===== src/rtl/cand_sweep_sched.sv =====
// cand_sweep_sched: steps a candidate generator across an inclusive J_index range,
// one burst per index, with recovery gaps, a per-burst timeout and abort handling.
module cand_sweep_sched #(
    parameter int unsigned J       = 14,
    parameter int unsigned A       = 2,
    parameter int unsigned TIMEOUT = 4096,
    localparam int unsigned AWIDTH = $clog2(A) + 1,
    localparam int unsigned JW     = $clog2(J) + 1,
    localparam int unsigned XW     = J * AWIDTH
) (
    input  logic          clk,
    input  logic          rst_n,
    input  logic [XW-1:0] job_x,
    input  logic [JW-1:0] job_first_idx,
    input  logic [JW-1:0] job_last_idx,
    input  logic          job_valid,
    output logic          job_ready,
    input  logic          abort,
    input  logic          sink_ready,
    output logic [XW-1:0] gen_x_initial,
    output logic          gen_x_initial_tvalid,
    output logic          gen_start,
    output logic [JW-1:0] gen_J_index,
    input  logic          gen_row_tvalid,
    input  logic          gen_row_tlast,
    output logic          busy,
    output logic          sweep_done,
    output logic          sweep_err,
    output logic [1:0]    err_code,
    output logic [JW-1:0] idx_cur,
    output logic [15:0]   row_count
);
    localparam int unsigned TW          = $clog2(TIMEOUT + 1);
    localparam logic [1:0]  ERR_RANGE   = 2'd1;
    localparam logic [1:0]  ERR_TIMEOUT = 2'd2;
    localparam logic [1:0]  ERR_ABORT   = 2'd3;

    typedef enum logic [2:0] {
        S_IDLE,
        S_LOAD,
        S_ARM,
        S_RUN,
        S_GAP,
        S_DRAIN,
        S_DONE
    } state_t;

    state_t          state_q, state_d;
    logic [XW-1:0]   x_q, x_d;
    logic [JW-1:0]   last_q, last_d;
    logic [JW-1:0]   idx_q, idx_d;
    logic [JW-1:0]   gen_idx_q, gen_idx_d;
    logic [15:0]     rows_q, rows_d;
    logic [TW-1:0]   timer_q, timer_d;
    logic            gap_q, gap_d;
    logic            start_q, start_d;
    logic            xvalid_q, xvalid_d;
    logic            done_q, done_d;
    logic            err_q, err_d;
    logic [1:0]      code_q, code_d;
    logic            busy_q, busy_d;
    logic            ready_q, ready_d;

    logic            row_last;
    logic            timed_out;
    logic            count_beat;

    assign row_last   = gen_row_tvalid && gen_row_tlast;
    assign timed_out  = (timer_q == TW'(TIMEOUT - 1));
    assign count_beat = gen_row_tvalid && (state_q == S_RUN || state_q == S_DRAIN);

    // Next-state and registered-output computation
    always_comb begin
        state_d   = state_q;
        x_d       = x_q;
        last_d    = last_q;
        idx_d     = idx_q;
        gen_idx_d = gen_idx_q;
        rows_d    = rows_q;
        timer_d   = timer_q;
        gap_d     = gap_q;
        start_d   = 1'b0;
        done_d    = 1'b0;
        err_d     = 1'b0;
        code_d    = code_q;

        if (count_beat && rows_q != 16'hFFFF) begin
            rows_d = rows_q + 16'd1;
        end

        case (state_q)
            S_IDLE: begin
                if (job_valid) begin
                    if (job_first_idx <= job_last_idx && job_last_idx < JW'(J)) begin
                        x_d       = job_x;
                        last_d    = job_last_idx;
                        idx_d     = job_first_idx;
                        gen_idx_d = job_first_idx;
                        rows_d    = '0;
                        state_d   = S_LOAD;
                    end else begin
                        err_d  = 1'b1;
                        code_d = ERR_RANGE;
                    end
                end
            end
            S_LOAD: begin
                if (abort) begin
                    err_d   = 1'b1;
                    code_d  = ERR_ABORT;
                    state_d = S_IDLE;
                end else begin
                    state_d = S_ARM;
                end
            end
            S_ARM: begin
                if (abort) begin
                    err_d   = 1'b1;
                    code_d  = ERR_ABORT;
                    state_d = S_IDLE;
                end else if (sink_ready) begin
                    start_d = 1'b1;
                    timer_d = '0;
                    state_d = S_RUN;
                end
            end
            S_RUN: begin
                if (row_last) begin
                    if (abort) begin
                        // burst already closed, so there is nothing left to drain
                        err_d   = 1'b1;
                        code_d  = ERR_ABORT;
                        state_d = S_IDLE;
                    end else if (idx_q == last_q) begin
                        done_d  = 1'b1;
                        state_d = S_DONE;
                    end else begin
                        idx_d     = idx_q + JW'(1);
                        gen_idx_d = idx_q + JW'(1);
                        gap_d     = 1'b0;
                        state_d   = S_GAP;
                    end
                end else if (timed_out) begin
                    err_d   = 1'b1;
                    code_d  = ERR_TIMEOUT;
                    state_d = S_IDLE;
                end else begin
                    timer_d = timer_q + TW'(1);
                    if (abort) begin
                        state_d = S_DRAIN;
                    end
                end
            end
            S_GAP: begin
                if (abort) begin
                    err_d   = 1'b1;
                    code_d  = ERR_ABORT;
                    state_d = S_IDLE;
                end else if (gap_q) begin
                    state_d = S_ARM;
                end else begin
                    gap_d = 1'b1;
                end
            end
            S_DRAIN: begin
                if (row_last) begin
                    err_d   = 1'b1;
                    code_d  = ERR_ABORT;
                    state_d = S_IDLE;
                end else if (timed_out) begin
                    err_d   = 1'b1;
                    code_d  = ERR_TIMEOUT;
                    state_d = S_IDLE;
                end else begin
                    timer_d = timer_q + TW'(1);
                end
            end
            S_DONE: begin
                state_d = S_IDLE;
            end
            default: begin
                state_d = S_IDLE;
            end
        endcase

        // generator drive is parked at zero whenever no sweep is active
        if (state_d == S_IDLE) begin
            x_d       = '0;
            gen_idx_d = '0;
        end

        xvalid_d = (state_d == S_LOAD);
        busy_d   = (state_d != S_IDLE);
        ready_d  = (state_d == S_IDLE);
    end

    // State and output registers, synchronous active-low reset
    always_ff @(posedge clk) begin
        if (!rst_n) begin
            state_q   <= S_IDLE;
            x_q       <= '0;
            last_q    <= '0;
            idx_q     <= '0;
            gen_idx_q <= '0;
            rows_q    <= '0;
            timer_q   <= '0;
            gap_q     <= 1'b0;
            start_q   <= 1'b0;
            xvalid_q  <= 1'b0;
            done_q    <= 1'b0;
            err_q     <= 1'b0;
            code_q    <= '0;
            busy_q    <= 1'b0;
            ready_q   <= 1'b1;
        end else begin
            state_q   <= state_d;
            x_q       <= x_d;
            last_q    <= last_d;
            idx_q     <= idx_d;
            gen_idx_q <= gen_idx_d;
            rows_q    <= rows_d;
            timer_q   <= timer_d;
            gap_q     <= gap_d;
            start_q   <= start_d;
            xvalid_q  <= xvalid_d;
            done_q    <= done_d;
            err_q     <= err_d;
            code_q    <= code_d;
            busy_q    <= busy_d;
            ready_q   <= ready_d;
        end
    end

    assign job_ready            = ready_q;
    assign busy                 = busy_q;
    assign gen_x_initial        = x_q;
    assign gen_x_initial_tvalid = xvalid_q;
    assign gen_start            = start_q;
    assign gen_J_index          = gen_idx_q;
    assign sweep_done           = done_q;
    assign sweep_err            = err_q;
    assign err_code             = code_q;
    assign idx_cur              = idx_q;
    assign row_count            = rows_q;

endmodule


===== config.mk =====
export PLATFORM = sky130hd
export DESIGN_NAME = cand_sweep_sched
export DESIGN_NICKNAME = d
export VERILOG_FILES = /design/src/rtl/cand_sweep_sched.sv
export SDC_FILE = /design/constraint.sdc
export NUM_CORES = 1
export LEC_CHECK = 0
export CAP_MARGIN = 10
export CORE_ASPECT_RATIO = 1.4
export CORE_MARGIN = 5
export CORE_UTILIZATION = 43
export CTS_BUF_LIST = sky130_fd_sc_hd__clkbuf_8 sky130_fd_sc_hd__clkbuf_16
export CTS_CLUSTER_SIZE = 12
export DETAILED_ROUTE_END_ITERATION = 12
export PLACE_DENSITY = 0.77
export SYNTH_ARGS = -nofsm -noshare
export SYNTH_HDL_FRONTEND = slang
export SYNTH_SLANG_ARGS = --single-unit

===== constraint.sdc =====
create_clock -name clk -period 2.1 [get_ports clk]
set_input_delay 0.21 -clock clk [delete_from_list [all_inputs] [get_ports clk]]
set_output_delay 0.21 -clock clk [all_outputs]
set_load 0.03 [all_outputs]

Yosys cells after proc, flatten, opt, wreduce, memory -nomap -nowiden
Index checks and enable logic that the tools add are counted.
- register bits after elaboration: 84
- word-level logic and storage cells: 117
- output and inout port bits: 62
- bits in latches: 0
- bits in writable memories: 0
- memories kept: 0
- memory bits (read-only): 0
- bits of input ports: 45
- bitwise operators: 4
- multiplexer cells: 51
- equality and inequality tests: 20
- multiply operators: 0
- add/sub/neg operators: 3
- reductions and logical operators: 22
- shift-type cells: 0
- magnitude comparators: 2
- div/mod/pow operators: 0
- operators with widths (kind ; count):
    16-bit 2-to-1 mux ; 4
    13-bit 2-to-1 mux ; 4
    3-bit 2-to-1 mux ; 12
    13-bit one-hot mux with 2 select lines ; 1
    5-bit 2-to-1 mux ; 5
    2-bit inequality test, second input constant ; 11
    3-bit one-hot mux with 6 select lines ; 1
    16-bit by 1-bit adder with 16-bit output, second input constant ; 1
    2-bit 2-to-1 mux ; 8
    16-bit inequality test, second input constant ; 1
    13-bit by 1-bit adder with 13-bit output, second input constant ; 1
    13-bit by 12-bit == test with 1-bit output, second input constant ; 1
    1-bit 2-to-1 mux ; 12
    5-bit one-hot mux with 2 select lines ; 1
    5-bit AND reduction ; 2
    2-bit one-hot mux with 4 select lines ; 1
    3-bit by 1-bit == test with 1-bit output, second input constant ; 2
    3-bit by 2-bit == test with 1-bit output, second input constant ; 2
    3-bit == test, second input constant ; 2
    3-bit zero test ; 2
    3-bit AND reduction ; 2
    6-bit AND reduction ; 1
    2-bit nonzero test ; 3
    3-bit OR reduction ; 2
    13 further kinds ; 20

Logic depth before layout (Yosys ltp)
- depth after elaboration: 8
- gate-level depth with buffers: 9
- mapped depth without buffers: 8

Worst setup path before layout
OpenSTA, ideal clock, no wires.
- path kind: input-to-reg
- start point: input job_last_idx[4]
- end point: register gen_idx_q[0] (netlist: gen_J_index[0])
- required time: 1.969 ns
- cell stages on the path: 9
- path buffers: 1
- path slack: -0.068 ns
- data arrival time: 2.038 ns
- library setup time: 0.131 ns
- cells stage by stage: inv_1 > ha_1 > and3_1 > and3_1 > a2111oi_0 > a311o_1 > clkbuf_1 > mux2i_1 > nor2_1
- longest elaborated chain between the ends: 7
- elaborated cells between the ends (all ways): 10
- those cells by class: order compare (2); eq/ne (1); mux (3); reduce/logical (4)
- ends and longest elaborated chain (what ; RTL line ; RTL):
    from (decl) ; 15 ; input logic [JW-1:0] job_last_idx,
    5-bit <= comparator / 5-bit by 4-bit less-than comparator with 1-bit output (equally long branches) ; 94 ; if (job_first_idx <= job_last_idx && job_last_idx < JW'(J)) begin
    1-bit logical AND * ; 94 ;
    3-bit 2-to-1 mux ; 94 ;
    3-bit 2-to-1 mux ; 93 ; if (job_valid) begin
    3-bit one-hot mux with 6 select lines ; 91 ; case (state_q)
    3-bit zero test ; 187 ; if (state_d == S_IDLE) begin
    2-bit OR reduction (no source line) ; -- ;
    to (signal assigned) ; 220 ; gen_idx_q <= gen_idx_d;
    to (decl) ; 52 ; logic [JW-1:0] gen_idx_q, gen_idx_d;
Every way passes the cells marked *; elsewhere a longest branch is shown, timed or not.
A chain may end at the register's enable or synchronous reset.

Worst setup path in the final report
- start point: input job_first_idx[0]
- end point: register idx_q[4] (netlist: idx_cur[4])
- longest elaborated chain between the ends: 4
- ends and longest elaborated chain (what ; RTL line ; RTL):
    from (decl) ; 14 ; input logic [JW-1:0] job_first_idx,
    5-bit <= comparator ; 94 ;
    1-bit logical AND ; 94 ;
    2-bit inequality test (no source line) ; -- ;
    6-bit AND reduction (no source line) ; -- ;
    to (signal assigned) ; 219 ; idx_q <= idx_d;
    to (decl) ; 51 ; logic [JW-1:0] idx_q, idx_d;
No other way between the ends.

==> out/qor.yml <==
status: "completed"
skew_ns: 0.00367
most-common-layout-cells: "98 x clkdlybuf4s50_1, 83 x dfxtp_1, 68 x nor2_1, 36 x nand2_1, 34 x buf_4"
initial_core_util_pct: 43.6
reg2regPathDepth: 7
crit_start: "job_first_idx[0]"
r2r-end: "timer_q[12]"
place_ws_ns: -0.443
grt_start_max_net_pins: 30
final-setup-viol-count: 0
die_w_um: 88.5
regToRegSetupSlack_ns: 0.10
endpoint_kind: "flop"
min_to: "last_q[2]"
drc: 0
grt-ovfl-total: 0
dr.first_iter.drc_count: 215
die-area_um2: 10600
dp_hpwl_um: 7450
die_y_um: 120
max_slew_margin_pct: 64.9
via_count: 3557
gp_congestion: 0.882
clock_sinks: 84
setup_ws_ns: 0.0466
grt_pass1_wl_um: 16700
drive_gt1_share_pct: 13.6
finalMaxSlewViolations: 0
clk_pin_slew_ns: 0.06
cts_root_buf: "clkbuf_16"
leakage_nw: 2.15
layout.cells.non_filler: 672
avgSynthCellArea_um2: 8.68
r2r-start: "timer_q[0]"
period_share_pct: 97.8
antenna_found_initial: 0
critPathKind: "in -> reg"
startpoint_type: "input pin"
ys_async_sr_fraction_pct: 0
arrival_ns: 2.31
cp.required_ns: 2.35
dpl.cell_count: 654
grt_use_total_pct: 19.8
timing.final.crit_period_ns: 2.05
core_area_um2: 8510
numPortBuffers: 106
nets: 615
total_power_w: 0.00361
antennaDiodeCount: 0
drv_cap: 0
ios: 107
finalHoldViolCount: 0
synth_seq_area_share_pct: 45.3
cts_tree: "yes"
drt_wl_total_um: 10200
irDropWorstVdd_uv: 502
layout_commonest_cell: "clkdlybuf4s50_1"
antenna_left: 0
synth_edf_count: 0
max_freq_ghz: 0.487
std_cell_rows: 40
path_max_fanout: 8
ys_ff_latch: 84
synth_warnings: 0
hp-start: "job_last_idx[2]"
numCtsBuffers: 9
hold_class: "in -> reg"
rsz0062_at_grt: "true"
powerDensity_nw_per_um2: 650
hold-path-cell-count: 3
tightest_slew_ns: 0.525
syn_to_final_growth_pct: 49.7
clock_path_buffers: 2
wl_per_cell_um: 15.2
synth.distinct_cells: 52
syn_area_um2: 3710
syn_nets: 481
synth_ff_type: "dfxtp_1"
worstSkewPairLatency_ns: 0.33
first_global_vias: 3508
cts-htree-levels: 3
drtPass1Iterations: 4
syn_inst: 428
nFillCells: 702
viasPerCell: 5.29
[Yosys cell counts (2+ instances only)]
master	n	area (µm²)
nor3_1	8	40.0
nand2_1	36	135
a21oi_1	20	100
nand4_1	9	56.3
xnor2_1	10	87.6
nor2_1	69	259
a22oi_1	29	218
nor2b_1	6	37.5
a211oi_1	3	22.5
ha_1	8	100
buf_2	7	35.0
o21ai_0	14	70.1
a211o_1	3	26.3
a31oi_1	2	12.5
dfxtp_1	84	1680
clkbuf_1	13	48.8
nand3_1	12	60.1
nor3b_1	2	15.0
and3_1	10	62.6
mux2i_1	10	100
nand3b_1	2	15.0
o22ai_1	2	12.5
inv_1	12	45.0
o21bai_1	2	15.0
or3_1	5	31.3
and4_1	2	17.5
xor2_1	19	166
and2_1	4	25.0
nor4b_1	2	17.5
[per-stage QoR]
step | hold WS, ns | utilization [%] | setup TNS (ns) | area (µm²)
global route | 0.264 | 65.4 | -0.0447 | 5560
global placement | 0.449 | 60.3 | -11.47 | 5130
CTS | 0.457 | 64.0 | 0 | 5440
detailed placement | 0.449 | 60.3 | -13.62 | 5130
floorplan | 0.357 | - | 0 | 3710
finish | 0.225 | 65.4 | 0 | 5560
[power by group]
part	internal [W]	switching (W)
combinational	0.000238	0.000232
clock	0.000867	0.000628
sequential	0.00162	0.0000250
total	0.00273	0.000885
[kinds of logic (layout without fill, tap and decap cells)]
| family | after synthesis | count (layout) | share of synthesized area, % |
|---|---|---|---|
| AO/OA/AOI/OAI | 92 | 92 | 17.0 |
| XOR/XNOR | 29 | 29 | 6.84 |
| adder cells (fa/ha/maj) | 8 | 8 | 2.70 |
| buffers and inverters | 34 | 173 | 3.71 |
| flip-flops | 84 | 84 | 45.3 |
| multiplexers | 10 | 10 | 2.70 |
| AND/OR/NAND/NOR | 171 | 171 | 21.8 |
[worst max-delay path: stages]
cell,delay [ns]
clkdlybuf4s50_1,0.50
inv_1,0.07
ha_1,0.20
nor2b_1,0.17
o21ai_2,0.10
a2111oi_2,0.31
a311o_1,0.26
buf_6,0.15
buf_4,0.11
nand2_1,0.05
a21oi_1,0.16
[layout make-up]
class,count,area (µm²),share of cell area (%)
Timing Repair Buffer,145,1420,25.5
Clock buffer,11,253,4.55
Tap cell,105,131,2.36
Clock inverter,5,35.0,0.630
Multi-Input combinational cell,310,1990,35.9
Sequential cell,84,1680,30.3
Inverter,12,45.0,0.810
[registers in the layout, summed over array words and instances, names as in the netlist]
signal,flops
err_code,2
gen_J_index,5
idx_cur,5
gap_q,1
state_q,3
gen_x_initial,28
last_q,5
timer_q,13
busy,1
gen_start,1
job_ready,1
sweep_err,1
row_count,16
sweep_done,1
gen_x_initial_tvalid,1
[layer usage]
metal | up-vias | track usage, % | share of wire (%)
met1 | 1655 | 23.3 | 41
li1 | 1778 | - | -
met5 | - | 0 | 0
met2 | 99 | 33.8 | 52
met3 | 25 | 4.67 | 4.6
met4 | 0 | 8.13 | 3.0
[how the worst max path moves through the flow]
stage                endpoint  slack, ns  cells past startpoint
2_1_floorplan  gen_J_index[0]       0.03                      9
3_3_place_gp   gen_J_index[1]      -0.40                     10
3_5_place_dp   gen_J_index[1]      -0.44                     10
4_1_cts           timer_q[12]      0.003                      7
5_1_grt            idx_cur[4]      -0.04                     11
6_report           idx_cur[4]       0.05                     11
[timing repair]
action	in CTS	in global routing
hold buffers	0	0
setup endpoints to repair	9	52
buffers inserted	1	1
gates resized for setup	6	24
pin swaps	2	9
hold endpoints to repair	0	0
(Power assumes the default switching activity.)
==> edit 1, RTL diff (same settings) <==
Put one more register stage on the output `row_count`, with the module's reset. The value now appears one clock later. The other outputs are not delayed to match.
--- a/src/rtl/cand_sweep_sched.sv
+++ b/src/rtl/cand_sweep_sched.sv
@@ -241,7 +241,13 @@
     assign sweep_err            = err_q;
     assign err_code             = code_q;
     assign idx_cur              = idx_q;
-    assign row_count            = rows_q;
+    always_ff @(posedge clk) begin
+        if (!rst_n) begin
+            row_count <= '0;
+        end else begin
+            row_count <= rows_q;
+        end
+    end
 
 endmodule
 
Function: changed (Yosys sat finds a counterexample within 10 cycles, from zero or initial values and one cycle with rst_n low).
==> edit 1 against the original RTL <==
  * Register-to-register slack got worse by 0.08 ns
  * Combinational power increased by 11%
  * Critical endpoint is now gen_x_initial[3]$_SDFFE_PP0P_
  * Hold slack better by 0.057 ns
  * Wire length rose by 12%
  * Largest power group unchanged
  * Largest cell class unchanged
  * Sequential power grew 18%
  * Clock skew grew 0.0022 ns
  * Sequential cell count rose by 16
  * Final area up 15%
  * Synthesized cell count is 7.5% higher
  * Synthesized area grew 16%
  * Worst setup slack got worse by 0.029 ns
  * Highest routed layer unchanged
  * Utilization shrank 0.33 points
  * Total power grew 18%
==> edit 1: results (changes against the original RTL) <==
status finished, final reports clean; complex-gate fraction of the synthesized area 0.1378 (-0.03202); clock-cell share of area 0.05237 (+0.0006192); synth top area cells dfxtp_1 (47%), mux2i_1 (8.1%), a21oi_1 (5.2%); via count 3,858 (+8.5%); #FFs+latches synth 100 (+19%); R2R cell count 9 (+2); mux share of post-synthesis cell area 0.08140 (+0.05444); XOR/XNOR share of the synthesized area 0.05901 (-0.009385); drt initial violations 153 (-29%); first-pass GRT wire length 19.01 mm (+14%); FP Rows 43 (+7.5%); dpl ws -0.4844 ns (-0.04167 ns); reg2reg setup slack 0.02 ns (-0.08 ns); GPL Wtd Cong 0.8359 (-5.3%); Area Overhead vs Synth 48.75%; invs w/o clock 11 (-1); pin count of the biggest net entering global routing 37 (+23%); Seq/Total Area, Yosys 0.4651 (+0.01229); fraction of area in registers 0.3142 (+0.01159); vias in the first global route 4,097 (+17%); fraction of area in multi-input gates 0.3557 (-0.003009); Synth cell types 50 (-3.8%); Worst Hold Launch job_last_idx[3]; critical path endpoint gen_x_initial[3]$_SDFFE_PP0P_; syn_area_per_cell 9.357 um2 (+7.8%); crit path max-delay cell type dfxtp_2; diode count 0 (unchanged); DP Area 5794 um2 (+13%); Worst-Margin Slew 0.5209 ns (-0.004564 ns); net count after synthesis 513 (+6.7%); Fill cells 806 (+15%); Synth top cells by count dfxtp_1 (100), a21oi_1 (45), nor2_1 (44); Routed WL 11.42 mm (+12%); hpwl dp 7.954 mm (+6.8%); max incr delay on CP 0.36 ns (-0.14 ns); Max VDD drop 0.4601 mV (-8.4%); Non-clock buffer share 0.2449 (-0.01031); #MultiIn Comb 327 (+5.5%); Placed Cells 722 (+10%); Hold EP last_q[3]$_SDFFE_PN0P_; share of layout cells above drive strength 1 0.1748 (+0.03903); post-synthesis adder-cell area fraction 0.02326 (-0.003698); Worst Setup SP timer_q[0]$_SDFFE_PN0P_; hold slack 0.2817 ns (+0.05673 ns)
[edit 1: metal layers]
layer / vias to the layer above / GRT usage / routed length, um
met5: - / 0 / 0
met4: 0 / 0.07392 / 223
met3: 17 / 0.05673 / 659
met2: 99 / 0.3512 / 6039
met1: 1825 / 0.2161 / 4499
li1: 1917 / - / -
[edit 1: report_power, final]
| part | internal, mW | total (mW) | switching, mW |
|---|---|---|---|
| clock | 1.11 | 1.82 | 0.708 |
| combinational | 0.268 | 0.522 | 0.253 |
| sequential | 1.92 | 1.94 | 0.0205 |
[edit 1: what timing repair did]
action / CTS / global route
hold buffers: 0 / 0
hold endpoints to repair: 0 / 0
setup buffers: 4 / 4
gates resized for setup: 36 / 12
pin swaps: 6 / 8
cloned: 3 / 1
setup endpoints to repair: 55 / 41
[edit 1: tightest hold or removal path, delay by kind of cell]
family                 cells  cell delay [ns]
buffers and inverters      1             0.23
multiplexers               1             0.08
AND/OR/NAND/NOR            1             0.07
==> edit 2, RTL diff (config.mk and constraints unchanged) <==
Made on the original files. Change the parameter `A` from 2 to 8.
--- a/src/rtl/cand_sweep_sched.sv
+++ b/src/rtl/cand_sweep_sched.sv
@@ -2,7 +2,7 @@
 // one burst per index, with recovery gaps, a per-burst timeout and abort handling.
 module cand_sweep_sched #(
     parameter int unsigned J       = 14,
-    parameter int unsigned A       = 2,
+    parameter int unsigned A       = 8,
     parameter int unsigned TIMEOUT = 4096,
     localparam int unsigned AWIDTH = $clog2(A) + 1,
     localparam int unsigned JW     = $clog2(J) + 1,
Interface: changed (resized gen_x_initial and job_x); port bits go from 107 to 163. The function was not compared with the original's and may differ.
==> edit 2 against the original RTL <==
  * Critical path depth is the same
  * Synthesized area grew 30%
  * Final area grew 35%
  * Total power grew 27%
  * Sequential cell count grew 28
  * Worst setup slack lost 0.042 ns
  * Utilization grew 3.3 points
  * Wire length grew 42%
  * Critical endpoint is now gen_x_initial[30]$_SDFFE_PP0P_
==> edit 2: results (changes against the original RTL) <==
Pwr Density 611.4 nW/um2 (-5.9%); worst clock skew 0.008311 ns (+0.004645 ns); fin crit share 0.9980 (+0.02019); leakage power 2.684 nW (+25%); Synth cell types 55 (+5.8%); clk pwr 1.79 mW (+19%); R2R cell count 9 (+2); Tot GR Track Use 0.2017 (+0.003897); Max VDD drop 0.3796 mV (-24%); hold slack 0.1884 ns (-0.03658 ns); synth top area cells dfxtp_1 (46%), nand2_1 (12%), a21oi_1 (7.9%); net count after synthesis 667 (+39%); Worst Setup SP job_first_idx[4]; Post-CTS Setup Inserts 0 (-1); CTS resizes 1 (-5); DP Area 6863 um2 (+34%); 1st-pass router iterations 6 (+2); Fill cells 890 (+27%); Int Power 3.500 mW (+28%); hpwl dp 10.70 mm (+44%); max incr delay on CP 0.59 ns (+0.09 ns); antenna violations before repair 1 (+1); #MultiIn Comb 431 (+39%); Slew HR 0.7547 (+0.1054); GPL Wtd Cong 0.8520 (-3.4%); vias in the first global route 4,619 (+32%); via count 4,758 (+34%); drt initial violations 160 (-26%); status finished, final reports clean; Seq/Total Area, Yosys 0.4635 (+0.01070); fraction of area in multi-input gates 0.3365 (-0.02218); Critical Path AT 2.37 ns (+0.06 ns); worst skew pair latency 0.35 ns (+0.02 ns); critical path endpoint gen_x_initial[30]$_SDFFE_PP0P_; Routed WL 14.47 mm (+42%); Non-clock buffer share 0.2918 (+0.03660); worst r2r dst gen_x_initial[11]$_SDFFE_PP0P_; share of layout cells above drive strength 1 0.1546 (+0.01882); Area Overhead vs Synth 54.97%; nonclk buf count 217 (+50%); Synth top cells by count nand2_1 (154), dfxtp_1 (112), a21oi_1 (76); clock-cell share of area 0.04173 (-0.01003); pin count of the biggest net entering global routing 41 (+37%); Seq Cell Count 112 (+33%); Flop pwr share 0.474 (+0.018); first-pass GRT wire length 22.02 mm (+32%); diode count 1 (+1); TAP cells 141 (+34%)
edit 2: cell types whose count changed in the layout (fill, tap and decap cells not counted), moves of 6 or more:
cell             before  now
clkdlybuf4s50_1      98  160
a22oi_1              29    1
buf_4                34   43
a21oi_2               3   21
dlymetal6s2s_1        8    2
nor2_1               68   52
nand2_1              36  154
a21oi_1              17   55
dfxtp_1              83  109
mux2i_1              10    1
edit 2: metrics by stage:
step | instances | worst slack (ns)
floorplan | 586 | 0.06492
global placement | 909 | -0.2547
detailed placement | 909 | -0.3702
CTS | 925 | -0.004186
global route | 931 | -0.03636
finish | 931 | 0.004151
edit 2: metal layers:
layer  wire length [um]  GRT usage
met1               5741     0.2303
met2               7448     0.3528
met3                872    0.05204
met4                411    0.08732
met5                  0          0
edit 2: cell families after synthesis:
family / share of synthesized area
multiplexers: 0.002069
flip-flops: 0.4635
AND/OR/NAND/NOR: 0.2535
XOR/XNOR: 0.05432
buffers and inverters: 0.05251
adder cells (fa/ha/maj): 0.02069
AO/OA/AOI/OAI: 0.1534
